--- src/rtl/rmii_byte_receiver.sv ---
// RMII receive deframer: preamble/SFD strip, dibit-to-byte assembly,
// 10M dibit repetition, CRS_DV toggle tolerance, frame end/error report.
module rmii_byte_receiver #(
    parameter logic [1:0] SPEED_CODE_100_MEGABIT = 2'd1,
    parameter logic [1:0] SPEED_CODE_10_MEGABIT  = 2'd0,
    parameter int         PREAMBLE_MIN_DIBITS    = 4
) (
    input  logic       clock,
    input  logic       reset_n,
    input  logic [1:0] rmii_rxd,
    input  logic       rmii_crs_dv,
    input  logic       rmii_rx_er,
    input  logic [1:0] speed_code,
    output logic [8:0] data,
    output logic       data_valid,
    output logic       frame_end,
    output logic       frame_error
);

    typedef enum logic [1:0] {
        S_IDLE,
        S_PREAMBLE,
        S_DATA,
        S_DROP
    } state_t;

    localparam logic [7:0] PRE_MIN = 8'(PREAMBLE_MIN_DIBITS);

    state_t     state;
    logic       slow;
    logic [3:0] sample_count;
    logic [7:0] pre_count;
    logic [7:0] shift_byte;
    logic [1:0] index;
    logic [1:0] hold;
    logic       low_seen;
    logic       err_flag;
    logic       first_flag;

    logic       strobe;
    logic [7:0] one_shift;
    logic [7:0] held_shift;
    logic [7:0] two_shift;

    assign strobe     = !slow || (sample_count == 4'd4);
    assign one_shift  = {rmii_rxd, shift_byte[7:2]};
    assign held_shift = {hold, shift_byte[7:2]};
    assign two_shift  = {rmii_rxd, held_shift[7:2]};

    always_ff @(posedge clock) begin
        if (!reset_n) begin
            state        <= S_IDLE;
            slow         <= 1'b0;
            sample_count <= 4'd0;
            pre_count    <= 8'd0;
            shift_byte   <= 8'd0;
            index        <= 2'd0;
            hold         <= 2'd0;
            low_seen     <= 1'b0;
            err_flag     <= 1'b0;
            first_flag   <= 1'b0;
            data         <= 9'd0;
            data_valid   <= 1'b0;
            frame_end    <= 1'b0;
            frame_error  <= 1'b0;
        end else begin
            data_valid  <= 1'b0;
            frame_end   <= 1'b0;
            frame_error <= 1'b0;

            // Phase of the 10M sample counter is anchored to carrier rise
            if (state == S_IDLE)
                sample_count <= 4'd0;
            else if (sample_count == 4'd9)
                sample_count <= 4'd0;
            else
                sample_count <= sample_count + 4'd1;

            case (state)
                S_IDLE: begin
                    slow <= (speed_code != SPEED_CODE_100_MEGABIT) &&
                            (speed_code == SPEED_CODE_10_MEGABIT);
                    if (rmii_crs_dv) begin
                        state      <= S_PREAMBLE;
                        pre_count  <= 8'd0;
                        err_flag   <= 1'b0;
                        first_flag <= 1'b1;
                        low_seen   <= 1'b0;
                        index      <= 2'd0;
                    end
                end

                S_PREAMBLE: begin
                    if (strobe) begin
                        if (!rmii_crs_dv) begin
                            state <= S_IDLE;
                        end else begin
                            case (rmii_rxd)
                                2'b00: begin
                                    if (pre_count != 8'd0) begin
                                        state    <= S_DROP;
                                        low_seen <= 1'b0;
                                    end
                                end
                                2'b01: begin
                                    if (pre_count != 8'hFF)
                                        pre_count <= pre_count + 8'd1;
                                end
                                2'b11: begin
                                    low_seen <= 1'b0;
                                    if (pre_count >= PRE_MIN) begin
                                        state <= S_DATA;
                                        index <= 2'd0;
                                    end else begin
                                        state <= S_DROP;
                                    end
                                end
                                default: begin
                                    state    <= S_DROP;
                                    low_seen <= 1'b0;
                                end
                            endcase
                        end
                    end
                end

                S_DATA: begin
                    if (strobe) begin
                        if (rmii_rx_er)
                            err_flag <= 1'b1;
                        if (rmii_crs_dv && !low_seen) begin
                            shift_byte <= one_shift;
                            index      <= index + 2'd1;
                            if (index == 2'd3) begin
                                data       <= {first_flag, one_shift};
                                data_valid <= 1'b1;
                                first_flag <= 1'b0;
                            end
                        end else if (rmii_crs_dv) begin
                            // Commit held dibit and current one together
                            shift_byte <= two_shift;
                            index      <= index + 2'd2;
                            low_seen   <= 1'b0;
                            if (index == 2'd3) begin
                                data       <= {first_flag, held_shift};
                                data_valid <= 1'b1;
                                first_flag <= 1'b0;
                            end else if (index == 2'd2) begin
                                data       <= {first_flag, two_shift};
                                data_valid <= 1'b1;
                                first_flag <= 1'b0;
                            end
                        end else if (!low_seen) begin
                            hold     <= rmii_rxd;
                            low_seen <= 1'b1;
                        end else begin
                            frame_end   <= 1'b1;
                            frame_error <= err_flag || rmii_rx_er ||
                                           (index != 2'd0);
                            low_seen    <= 1'b0;
                            state       <= S_IDLE;
                        end
                    end
                end

                S_DROP: begin
                    if (strobe) begin
                        if (rmii_crs_dv) begin
                            low_seen <= 1'b0;
                        end else if (low_seen) begin
                            low_seen <= 1'b0;
                            state    <= S_IDLE;
                        end else begin
                            low_seen <= 1'b1;
                        end
                    end
                end

                default: state <= S_IDLE;
            endcase
        end
    end

endmodule

--- config.mk ---
export PLATFORM = sky130hd
export DESIGN_NAME = rmii_byte_receiver
export DESIGN_NICKNAME = d
export VERILOG_FILES = /design/src/rtl/rmii_byte_receiver.sv
export SDC_FILE = /design/constraint.sdc
export NUM_CORES = 1
export LEC_CHECK = 0
export ABC_AREA = 1
export CORE_UTILIZATION = 57
export DETAILED_ROUTE_END_ITERATION = 10
export PLACE_DENSITY = 0.76
export SYNTH_ARGS = -nofsm -noshare
export SYNTH_HDL_FRONTEND = slang
export SYNTH_SLANG_ARGS = --single-unit
--- constraint.sdc ---
create_clock -name clock -period 2.11 [get_ports clock]
set_input_delay 0.633 -clock clock [delete_from_list [all_inputs] [get_ports clock]]
set_output_delay 0.633 -clock clock [all_outputs]
set_load 0.02 [all_outputs]
# --- After elaboration in Yosys (flattened, before gate mapping) ---
# Index checks and enable logic that the tools add are counted.
# Widths: inputs -> output; s select.
totals:
  ff_bits: 42
  inputBits: 8
  out_inout_bits: 12
op_classes:
  n_addsub: 4
  magnitude_cmp: 1
  eq_ne: 30
  n_mux: 62
  bitwise: 6
  n_reduce_logical: 30
op_table:
  columns: ["cell", "count"]
  rows:
  - ["$mux 8", 7]
  - ["$mux 9", 5]
  - ["$mux 2", 17]
  - ["$mux 1", 25]
  - ["$ne 2x2->1 const B", 11]
  - ["$pmux 8 s2", 1]
  - ["$reduce_and 8->1", 2]
  - ["$ne 3x3->1 const B", 5]
  - ["$pmux 2 s3", 2]
  - ["$reduce_and 6->1", 2]
  - ["$eq 2x2->1 const B", 5]
  - ["$reduce_and 5->1", 2]
  - ["$reduce_bool 2->1", 5]
  - ["$add 8x1->8 const B", 1]
  - ["$ge 8x3->1 const B", 1]
  - ["$ne 8x8->1 const B", 1]
  - ["$pmux 2 s4", 1]
  - ["$reduce_bool 8->1", 1]
  - ["$reduce_and 7->1", 1]
  - ["$logic_not 2->1", 3]
  - ["$ne 2x1->1 const B", 3]
  - ["$not 1->1", 6]
  - ["$pmux 1 s2", 3]
  - ["$reduce_and 3->1", 2]
  - ["16 further kinds", 21]

# --- Depth between registers and ports, before layout ---
logic_depth:
  ltp_word: 7
  depth_mapped: 11

# --- Worst setup path after synthesis ---
# OpenSTA, ideal clock, no wires.
synth_path:
  path_type: "in2reg"
  from: "input rmii_crs_dv"
  to: "register data[0]"
  arrival_time_ps: 1607
  path_slack_ps: 438
  cell_stages: 8
  path_buffers: 2
  cell_sequence: "buf_4 > nand2_4 > inv_1 > or2_2 > buf_2 > o21ai_0 > nor2_1 > nor2_1"
synth_via:
  elab_chain_len: 3
  elab_cells_between_ends: 5
  classes_between: "1 x eq/ne; 1 x mux; 3 x reduce/logical"
synth_lines:
  columns: ["item", "line", "rtl"]
  rows:
  - ["start, declared", "11", "input logic rmii_crs_dv,"]
  - ["$logic_and 1x1->1", "131", "if (rmii_crs_dv && !low_seen) begin"]
  - ["$ne 2x1->1 (no source line) / $reduce_bool 2->1 (equally long branches)", null, null]
  - ["$reduce_and 5->1 (no source line)", null, null]
  - ["end signal, assigned", "135", "data <= {first_flag, one_shift};"]
  - ["end signal, assigned", "145", "data <= {first_flag, held_shift};"]
  - ["end signal, assigned", "149", "data <= {first_flag, two_shift};"]
  - ["end, declared", "14", "output logic [8:0] data,"]
# Parallel ways exist; a longest one is shown, timed or not.
# A chain may end at the register's enable or synchronous reset.

# --- Worst setup path after layout ---
layout_path:
  from: "input rmii_crs_dv"
  to: "register state[0]"
layout_via:
  elab_chain_len: 4
  elab_cells_between_ends: 13
  classes_between: "4 x eq/ne; 7 x mux; 2 x reduce/logical"
layout_lines:
  columns: ["item", "line", "rtl"]
  rows:
  - ["$mux 2 (3 in a row)", null, null]
  - ["$pmux 2 s4", "79", "case (state)"]
  - ["end signal, assigned", "84", "state <= S_PREAMBLE;"]
  - ["end signal, assigned", "96", "state <= S_IDLE;"]
  - ["end signal, assigned", "101", "state <= S_DROP;"]
  - ["end, declared", "29", "state_t state;"]
# Parallel ways exist; a longest one is shown, timed or not. The select of a mux whose other input is x is not followed.

==> impl_metrics.toml <==
[outcome]
status = "completed"

[placement]
port_buffers = 19
postPlaceCellArea_sq_um = 2500
place_congestion = 0.881
dp.final_hpwl_mm = 3.43
dp_cells = 398

[pwr]
p_leak_nw = 1.15
p_per_area_nw_per_um2 = 854
ir_drop_uv = 614

[cts]
hold_buffers = 0
post_cts.repair.setup_buffers = 0
cts_resized = 0
cts_sinks = 40
ctsLongestPathBuffers = 2
worst_skew_pair.late_latency_ns = 0.29
clockRootBuffer = "clkbuf_8"
cts_made_buffers = 5
cts_tree = "built"
htreeDepth = 2
cts.clk_slew.worst_paths_ns = 0.07

[timing]
slew_headroom = 0.758
hold_violations = 0
max_freq_ghz = 0.516
slew_violations = 0
finalSetupViolCount = 0
fin_skew_ns = 0.00630
period_minus_slack_ns = 1.94
rsz0062_at_grt = "false"
fin_crit_sh = 0.918
worst_pin_slew_ns = 0.363

[finish]
drive_above_1_share = 0.106
fillCellCount = 332
stdcell_count = 406
post-route-util = 0.713
syn_to_final_growth_pct = 19.2
design_area_sq_um = 2610
nets = 373
n_antenna_cell = 0

[floorplanning]
dieArea_sq_um = 4100
initial_core_util = 0.598
core_sq_um = 3660
fp.dieW_um = 64.0
fp.dieH_um = 64.0
ios = 20
rows = 22

[flow_run]
drv_cap = 0

[synth]
seq_area_frac_synth = 0.366
ys_ff_latch = 40
ys_warn_count = 0
synthCells = 325
avgSynthCellArea_sq_um = 6.74
syn_area_sq_um = 2190
synth_nets = 341
yosysUniqueCellTypes = 31

[setup_path]
critPathRequiredTime_ns = 2.30
path_max_fanout = 6
r2r_cells = 9
cp.arrival_ns = 2.13
cp-end-kind = "flop"
critPathKind = "in -> reg"
r2r_end = "data[8]"
crit_path_start_kind = "input pin"
ff2ff_setup_slack_ns = 0.33
reg2reg_from = "sample_count[0]"

[worst_hold_path]
hold_class = "reg -> reg"
hold_start = "shift_byte[3]"
worstHoldEndpoint = "shift_byte[3]"
hold_depth = 2

[drt]
drc = 0
wl_mm = 4.53
first_pass_iters = 4
wire_per_inst_um = 11.2
vias = 2083
avgViaCountPerCell = 5.13
first_iter_violations = 80
route.antenna.remaining_nets = 0

[global_routing]
grt_pass1_wl_mm = 8.22
grt_max_degree = 17
grt-ovfl-total = 0
track_usage = 0.256
antenna_found_initial = 0
first_global_vias = 1893
## report_power, final
group / switching [mW] / internal [mW] / total [mW] / leakage, nW
Sequential: 0.0872 / 0.831 / 0.919 / 0.325
Clock: 0.260 / 0.351 / 0.611 / 0.0552
Combinational: 0.425 / 0.275 / 0.700 / 0.772
## logic make-up after synthesis
family,share of synthesized area
simple gates,0.311
compound gates,0.184
buf+inv,0.0897
flops,0.366
fa+ha+maj,0.0457
xor+xnor,0.00400
## how the worst max path moves through the flow
| stage | start | end | slack [ns] |
|---|---|---|---|
| floorplan | rmii_crs_dv | data[0] | 0.44 |
| global placement | rmii_crs_dv | state[0] | -0.1 |
| global route | rmii_crs_dv | index[0] | 0.05 |
| finish | rmii_crs_dv | state[0] | 0.17 |
| detailed placement | rmii_crs_dv | state[0] | -0.09 |
| CTS | data[5] | data[5] | 0.21 |
## critical path: stages
cell and delay, ns:
clkdlybuf4s50_1 0.63, inv_1 0.17, nor2_1 0.24, nand3_1 0.10
nand2_1 0.10, inv_1 0.05, nand2_1 0.07, nand2_1 0.05
nand2_1 0.05, nor2_1 0.04
## cell usage in the layout, fill, tap and decap left out, drive strengths merged
cell type,n
a31oi,1
a211oi,1
inv,35
buf,17
nor2,51
nor3,2
nand3,20
bufinv,1
xnor2,1
clkdlybuf4s50,19
clkinv,1
o211ai,1
o211a,3
dfxtp,40
nand2,78
or2,1
o21ai,38
nand3b,2
nand4,3
o21bai,2
a21oi,27
ha,8
clkbuf,6
## metal layers
layer  vias to the layer above  share of wire  track usage
li1                       1110              -            -
met1                       930           0.49        0.322
met2                        39           0.47        0.436
met3                         4          0.037       0.0554
met4                         0          0.011       0.0767
met5                         -              0            0
## synth_stat cells, drive strengths merged
cell    number  area [sq um]
a211oi       1          7.51
a21oi       27           146
a31oi        1          6.26
buf          6          45.0
clkbuf       5          20.0
dfxtp       40           801
ha           8           100
inv         35           131
nand2       78           305
nand3       20           115
nand3b       2          15.0
nand4        3          18.8
nor2        51           211
nor3         2          10.0
o211a        3          30.0
o211ai       1          7.51
o21ai       38           190
o21bai       2          15.0
or2          1          6.26
xnor2        1          8.76
## layout make-up
cell class              instances  area, sq um  share of cell area
clock buffers                   6         72.6              0.0278
clock inverters                 2         35.0              0.0134
inverters                      35          131              0.0503
multi-input cells             239         1190               0.457
flip-flops and latches         40          801               0.307
well taps                      48         60.1              0.0230
repair buffers                 36          318               0.122
## stage by stage
stage	hold slack (ns)	total power, mW	worst slack [ns]	TNS (ns)
final	0.466	2.23	0.173	0
after global routing	0.485	2.42	0.0508	0
after CTS	0.467	2.26	0.210	0
after detailed placement	0.455	1.63	-0.0937	-0.822
after global placement	0.450	1.62	-0.0964	-0.816
after floorplan	0.439	1.44	0.438	0
## registers in the layout, summed over array words and instances, names as in the netlist, 2 cells and up
name / count
data: 9
hold: 2
index: 2
pre_count: 8
sample_count: 4
shift_byte: 6
state: 2
Note: power is estimated with default switching activity, not from simulation.
==> patch (config.mk and constraints unchanged) <==
Re-encode `state_t` (4 states) as one-hot, 4 bits wide.
--- a/src/rtl/rmii_byte_receiver.sv
+++ b/src/rtl/rmii_byte_receiver.sv
@@ -17,11 +17,11 @@
     output logic       frame_error
 );
 
-    typedef enum logic [1:0] {
-        S_IDLE,
-        S_PREAMBLE,
-        S_DATA,
-        S_DROP
+    typedef enum logic [3:0] {
+        S_IDLE     = 4'b0001,
+        S_PREAMBLE = 4'b0010,
+        S_DATA     = 4'b0100,
+        S_DROP     = 4'b1000
     } state_t;
 
     localparam logic [7:0] PRE_MIN = 8'(PREAMBLE_MIN_DIBITS);
Check against the original RTL: no difference found for any inputs over 10 cycles, from zero or initial values and one cycle with reset_n low; not proved beyond that.
==> patch against the original RTL <==
Worst hold slack got worse by 0.013 ns. Total power increased by 22%. Area after synthesis increased by 6.4%. First-iteration DRC count increased by 49%. Sequential cell count increased by 2. Largest power group is now combinational logic. Largest cell class unchanged. Wire length increased by 9.1%. Global-route usage decreased by 0.46 points. Setup slack improved by 0.037 ns. Final area increased by 5.2%. Clock power decreased by 11%.
==> patch: results (changes against the original RTL) <==
stage,metric,value,unit,change
power,Lkg Pwr,0.00119,µW,+3.2%
place,area post-placement,2650,µm²,+5.9%
outcome,outcome,"complete, no violations",,
synth,largest cells by area after synthesis,"dfxtp_1, nand2_1, nor2_1",,
power,PnR Total Power,2720,µW,+22%
setup_path,crit path to,data[1],,
place,Placement Setup Slack,-0.0154,ns,+0.0783 ns
layout,NumNets Final,391,,+4.8%
detailed_routing,via/cell ratio,5.15,,+0.40%
grt,vias in the first global route,1947,,+2.9%
detailed_routing,total number of vias,2184,,+4.8%
place,gpl congestion,0.875,,-0.68%
synth,Syn Inst Count,344,,+5.8%
synth,commonest cells in the netlist,"nand2_1, nor2_1, dfxtp_1, inv_1, o21ai_0",,
hold_path,Hold EP,data[8],,
power,Power Combinational,1160,µW,+66%
detailed_routing,WL met3,260,µm,+54%
sta,Slew @ Worst Pin,0.346,ns,-0.0167 ns
grt,largest net degree at the start of global routing,35,,+18
setup_path,crit-path max FO,2,,-4
detailed_routing,met2 WL,2.16,mm,+2.6%
setup_path,worst setup path start,data[1],,
sta,Fin Clk Skew,0.00607,ns,-0.000232 ns
sta,WHS,0.454,ns,-0.0126 ns
grt,Total GRT Usage,25.2,%,-0.46 points
place,Placed Instances,416,,+4.5%
synth,post-synthesis sequential area ratio,36.1,%,-0.48 points
grt,routing usage on met3,4.83,%,-0.71 points
setup_path,flop-to-flop setup slack,0.36,ns,+0.03 ns
hold_path,HP Start,first_flag,,
detailed_routing,Avg WL per Cell,11.7,µm,+4.4%
sta,Final period util,90.0,%,-1.8 points
grt,first-pass GRT wire length,8.40,mm,+2.2%
detailed_routing,First DRT Iteration DRCs,119,,+49%
layout,layout cell share with drive strength beyond 1,12.5,%,+1.9 points
patch: cell types whose count changed in the layout (fill, tap and decap cells not counted), moves of 3 or more:
cell	delta
buf_4	-5
inv_1	+5
nand2_1	-13
nand2_2	+4
nand3_1	+3
nand3_2	-3
nand4_1	+5
nor2_1	+12
nor2_2	+3
o211a_1	-3
o21ai_0	-5
patch: area by class of cell:
| type | count | area [µm²] |
|---|---|---|
| sequential | 42 | 841 |
| timing repair buffer | 33 | 320 |
| tap | 48 | 60.1 |
| inverter | 44 | 168 |
| multi-input combinational | 249 | 1260 |
| fill | 322 | 1050 |
| clock inverter | 2 | 12.5 |
| clock buffer | 6 | 82.6 |
patch: kinds of logic (layout without fill, tap and decap cells):
logic type,after synthesis,in the layout,share of synthesized area (%)
flops,42,42,36.1
simple gates,169,169,32.6
compound gates,68,68,15.7
xor+xnor,3,3,1.13
fa+ha+maj,8,8,4.29
mux,1,1,0.429
buf+inv,53,85,9.72
